[config.mk]
export PLATFORM = sky130hd
export DESIGN_NAME = dot_accum
export DESIGN_NICKNAME = d
export VERILOG_FILES = /design/src/rtl/muladd_pkg.sv /design/src/rtl/sat_narrow.sv /design/src/rtl/dot_accum.sv
export SDC_FILE = /design/constraint.sdc
export NUM_CORES = 1
export LEC_CHECK = 0
export BUFFER_PORTS_ARGS = -buffer_cell sky130_fd_sc_hd__buf_2
export CAP_MARGIN = 20
export CORE_MARGIN = 4
export CORE_UTILIZATION = 30
export CTS_BUF_LIST = sky130_fd_sc_hd__clkbuf_4
export DETAILED_ROUTE_END_ITERATION = 12
export PLACE_DENSITY = 0.51
export REMOVE_ABC_BUFFERS = 1
export SLEW_MARGIN = 15
export SYNTH_ARGS = -nofsm -noshare
export SYNTH_HDL_FRONTEND = slang
export SYNTH_HIERARCHICAL = 1
export SYNTH_SLANG_ARGS = --single-unit
[constraint.sdc]
create_clock -name clk -period 9.95 [get_ports clk]
set_input_delay 0.995 -clock clk [delete_from_list [all_inputs] [get_ports clk]]
set_output_delay 0.995 -clock clk [all_outputs]
set_load 0.005 [all_outputs]
[src/rtl/muladd_pkg.sv]
// Shared Q8.8 types and the dot_accum state encoding for the multiply-add pipeline.
package muladd_pkg;

    localparam int unsigned Q_W    = 16;
    localparam int unsigned Q_FRAC = 8;

    typedef logic signed [Q_W-1:0] q88_t;

    typedef enum logic [0:0] {
        ACCUM,
        HOLD
    } dacc_state_e;

endpackage

[src/rtl/sat_narrow.sv]
// Narrows a wide signed accumulator to Q8.8 and flags out-of-range values.
// DOT_ACCUM_SAT_EN selects clamping; otherwise the low 16 bits wrap.
module sat_narrow
    import muladd_pkg::*;
#(
    parameter int unsigned ACC_W = 26
) (
    input  logic signed [ACC_W-1:0] acc_i,
    output q88_t                    sum_o,
    output logic                    ovf_o
);

    // In range iff every bit from the Q8.8 sign bit upward matches the MSB.
    assign ovf_o = (acc_i[ACC_W-1:Q_W-1] != {(ACC_W - Q_W + 1){acc_i[ACC_W-1]}});

`ifdef DOT_ACCUM_SAT_EN
    always_comb begin
        sum_o = acc_i[Q_W-1:0];
        if (ovf_o) begin
            sum_o = {acc_i[ACC_W-1], {(Q_W - 1){~acc_i[ACC_W-1]}}};
        end
    end
`else
    assign sum_o = acc_i[Q_W-1:0];
`endif

endmodule

[src/rtl/dot_accum.sv]
// Reduces LEN consecutive Q8.8 partial sums into one Q8.8 dot-product result
// with valid/ready on both sides. Build option: DOT_ACCUM_SAT_EN (clamp on overflow).
module dot_accum
    import muladd_pkg::*;
#(
    parameter int unsigned LEN   = 4,
    parameter int unsigned ACC_W = 26
) (
    input  logic           clk,
    input  logic           rst,
    input  logic           in_valid,
    output logic           in_ready,
    input  logic [Q_W-1:0] in_sum,
    output logic           out_valid,
    input  logic           out_ready,
    output logic [Q_W-1:0] out_sum,
    output logic           out_ovf
);

    localparam int unsigned CNT_W = (LEN > 1) ? $clog2(LEN) : 1;

    typedef logic signed [ACC_W-1:0] acc_t;

    dacc_state_e      state_q, state_d;
    logic [CNT_W-1:0] cnt_q, cnt_d;
    acc_t             acc_q, acc_d;
    logic             out_valid_q, out_valid_d;
    q88_t             out_sum_q, out_sum_d;
    logic             out_ovf_q, out_ovf_d;

    q88_t  in_q;
    acc_t  acc_sum;
    q88_t  nar_sum;
    logic  nar_ovf;
    logic  accept;
    logic  xfer;
    logic  last;

    assign in_q     = in_sum;
    assign in_ready = (state_q == ACCUM) | out_ready;
    assign accept   = in_valid & in_ready;
    assign xfer     = out_valid_q & out_ready;
    assign last     = (cnt_q == CNT_W'(LEN - 1));

    // A count of zero marks the first partial of a result, which loads rather than adds.
    assign acc_sum = ((cnt_q == '0) ? acc_t'(0) : acc_q) + acc_t'(in_q);

    sat_narrow #(
        .ACC_W(ACC_W)
    ) u_narrow (
        .acc_i(acc_sum),
        .sum_o(nar_sum),
        .ovf_o(nar_ovf)
    );

    always_comb begin
        state_d     = state_q;
        cnt_d       = cnt_q;
        acc_d       = acc_q;
        out_valid_d = out_valid_q;
        out_sum_d   = out_sum_q;
        out_ovf_d   = out_ovf_q;

        if (xfer) begin
            out_valid_d = 1'b0;
            state_d     = ACCUM;
        end

        if (accept) begin
            acc_d = acc_sum;
            if (last) begin
                cnt_d       = '0;
                out_sum_d   = nar_sum;
                out_ovf_d   = nar_ovf;
                out_valid_d = 1'b1;
                state_d     = HOLD;
            end else begin
                cnt_d = cnt_q + CNT_W'(1);
            end
        end
    end

    always_ff @(posedge clk) begin
        if (rst) begin
            state_q     <= ACCUM;
            cnt_q       <= '0;
            acc_q       <= '0;
            out_valid_q <= 1'b0;
            out_sum_q   <= '0;
            out_ovf_q   <= 1'b0;
        end else begin
            state_q     <= state_d;
            cnt_q       <= cnt_d;
            acc_q       <= acc_d;
            out_valid_q <= out_valid_d;
            out_sum_q   <= out_sum_d;
            out_ovf_q   <= out_ovf_d;
        end
    end

    assign out_valid = out_valid_q;
    assign out_sum   = out_sum_q;
    assign out_ovf   = out_ovf_q;

endmodule

==> results.yml <==
setup_path:
  r2r_cells: 19
  worst_ep_required_time_ns: 10.21
  critPathKind: "reg -> reg"
  crit_cells: 19
  critPathCaptureType: "flop"
  cpLargestDelayFamily: "simple AND/OR/NAND/NOR gates"
  crit_arrival_ns: 4.00
  cp_max_fo: 28
  path_buf_inv: 3
  cp_cell_sequence: "inv_1 > ha_1 > buf_4 > nand2b_1 > inv_1 > ha_1 > a211oi_2 > nor2_2 > a211oi_2 > o41ai_2 > nand2_1 > nor3_2 > nor2_1 > xnor2_1 > nand3_1 > nor3_1 > a31oi_1 > nand2_1 > a21oi_1"
  critPathLaunchType: "flop"
  cp_slowest_stage_delay_ns: 0.54
  crit_slowest_cell: "o41ai_2"
synthesis:
  synth-async-reset-ratio_pct: 0
  yosysWarnings: 6
  synthTopCellsByArea: "dfxtp_1, nand2_1, ha_1"
  yosysUniqueCellTypes: 59
  syn_area_per_cell_um2: 7.51
  seq_area_frac_synth_pct: 26.5
  synth_ff_type: "dfxtp_1"
  netlist_area_um2: 3540
  synthCells: 472
  ys_ff_latch: 47
  synth_top_area_share_pct: 26.5
  yosys.area.top_type: "dfxtp_1"
  synth-edff-count: 0
die:
  coreArea_um2: 11500
  die_w_um: 117
  die_h_um: 117
  row_count: 39
  dieArea_um2: 13600
  io_pins: 39
  start_util_pct: 30.8
timing:
  setup_slack_ns: 6.21
  finalSetupTns_ns: 0
  fin_worst_skew_ns: 0.0243
  fmax_mhz: 267
  worst_pin_slew_ns: 0.728
  worst_hold_slack_ns: 0.459
  hold_viol: 0
  setup_violations: 0
  post-route-period-util_pct: 37.6
  slew_violations: 0
  min_period_ns: 3.74
  max-slew-margin-rel_pct: 51.4
  rsz0062_at_grt: "no"
final_layout:
  seq_area_um2: 941
  nets: 532
  multi_input_area_um2: 2340
  final_layout_size_suffix_gt1_share_pct: 14.2
  nFillCells: 1273
  diodes: 0
  area.growth.synth_to_final_pct: 8.05
  utilization_pct: 33.3
route:
  viasPerCell: 5.07
  remaining_drc_errors: 0
  wl_per_cell_um: 13.9
  firstDrtPassIters: 5
  initialDrtViolationCount: 147
  drtAntennaViolNets: 0
  routed_wl_um: 8760
  via_count: 3184
clocking:
  cts_tree: "done"
  root_buffer: "clkbuf_4"
  cts_max_level: 2
  clockBufferDepth: 2
  cts_setup_buffers: 0
  numCtsBuffers: 5
  cts_resized: 0
  cts.sinks: 47
  hold_buffers: 0
  clock_latency_ns: 0.40
  clkTransAtPathRegs_ns: 0.14
worst_hold_path:
  hold_path_class: "reg -> reg"
  hold_path_depth: 2
global_route:
  grt_max_degree: 51
  grt_pass1_wl_um: 14600
  first_global_vias: 3076
  overflow: 0
  antenna_found_initial: 0
  grt_usage_pct: 13.3
placed_design:
  gp_congestion: 0.867
  post-place-ws_ns: 6.13
  hpwl_um: 6530
  port_buffers: 38
pwr:
  p_clk_share_pct: 27.9
  power.density_nw_per_um2: 116
  swShare_pct: 33.0
  p_int_mw: 0.297
  p_switching_mw: 0.146
  combinationalPowerShare_pct: 26.2
  leakage_nw: 1.53
  seqPwrFrac_pct: 45.9
  ir_worst_vdd_mv: 0.0540
job:
  maxCapViolCount: 0
run_status:
  status: "finished clean"
-- per-stage QoR --
step,power [mW],std cells,cell area [µm²]
floorplan,0.290,435,3330
global placement,0.321,619,3720
detailed placement,0.324,620,3750
CTS,0.450,628,3830
global route,0.472,628,3830
finish,0.443,628,3830
-- logic make-up after synthesis --
| kind of cell | synth area share [%] |
|---|---|
| flip-flops | 26.5 |
| adder cells (fa/ha/maj) | 10.1 |
| buffers and inverters | 7.34 |
| AND/OR/NAND/NOR | 28.4 |
| AO/OA/AOI/OAI | 21.7 |
| XOR/XNOR | 5.90 |
-- worst min-delay path: stages, from the launching register on --
cell     delay [ns]
dfxtp_1        0.33
nand2_1        0.05
a21oi_1        0.05
-- layout by cell type, fill, tap and decap left out, types with 3 or more instances in the layout --
cell	n
a211oi_1	3
a21o_1	5
a21oi_1	65
a31oi_1	4
and3_1	7
buf_2	38
buf_4	3
clkbuf_4	5
dfxtp_1	47
ha_1	27
inv_1	11
nand2_1	101
nand2b_1	4
nand3_1	8
nand4_1	6
nor2_1	20
nor2_2	3
nor2b_1	28
nor3_1	10
o211ai_1	5
o21ai_0	6
o21ai_1	9
o21bai_1	6
xnor2_1	19
xor2_1	3
-- path summary, 6_finish.rpt --
kind | startpoint | to | slack [ns]
setup reg to reg | cnt_q[0] | out_ovf | 6.21
hold reg to reg | acc_q[14] | acc_q[14] | 0.46
hold / removal | acc_q[14] | acc_q[14] | 0.46
setup / recovery | cnt_q[0] | out_ovf | 6.21
-- final cells by class --
cell class                      count  area share, %
Clock buffer                        5          0.980
Clock inverter                      3           1.14
Inverter                           12           1.18
Multi-Input combinational cell    376           61.2
Sequential cell                    47           24.6
Tap cell                          143           4.67
Timing Repair Buffer               42           6.27
-- Yosys cell counts, drive strengths merged (2+ instances only) --
library cell and count:
nand2 101, a21oi 69, dfxtp 47, nor2b 28, ha 27, nor2 24, buf 20, xnor2 20
clkbuf 17, o21ai 15, nor3 12, inv 11, nand3 9, and3 7, nand4 6, o21bai 6
a211oi 5, a21o 5, o211ai 5, a31oi 4, nand2b 4, nor4 3, xor2 3, or3 2
-- per-layer routing --
metal | track usage, % | wire length [µm] | vias up
li1 | - | - | 1641
met1 | 16.8 | 4080 | 1487
met2 | 23.4 | 4270 | 50
met3 | 2.59 | 337 | 6
met4 | 3.06 | 68 | 0
met5 | 0 | 0 | -
-- state kept, by name (all words and copies together) (netlist names) --
signal and count:
out_valid 1, out_ovf 1, out_sum 16, state_q 1, acc_q 26, cnt_q 2
-- power groups by stage --
| stage | combinational (mW) | sequential (mW) | clock [mW] |
|---|---|---|---|
| after global routing | 0.131 | 0.204 | 0.136 |
| final | 0.116 | 0.203 | 0.124 |
| after CTS | 0.117 | 0.203 | 0.130 |
| after detailed placement | 0.116 | 0.207 | 0 |
| after global placement | 0.114 | 0.207 | 0 |
| after floorplan | 0.0835 | 0.206 | 0 |
Power figures use the tool's default switching activity.
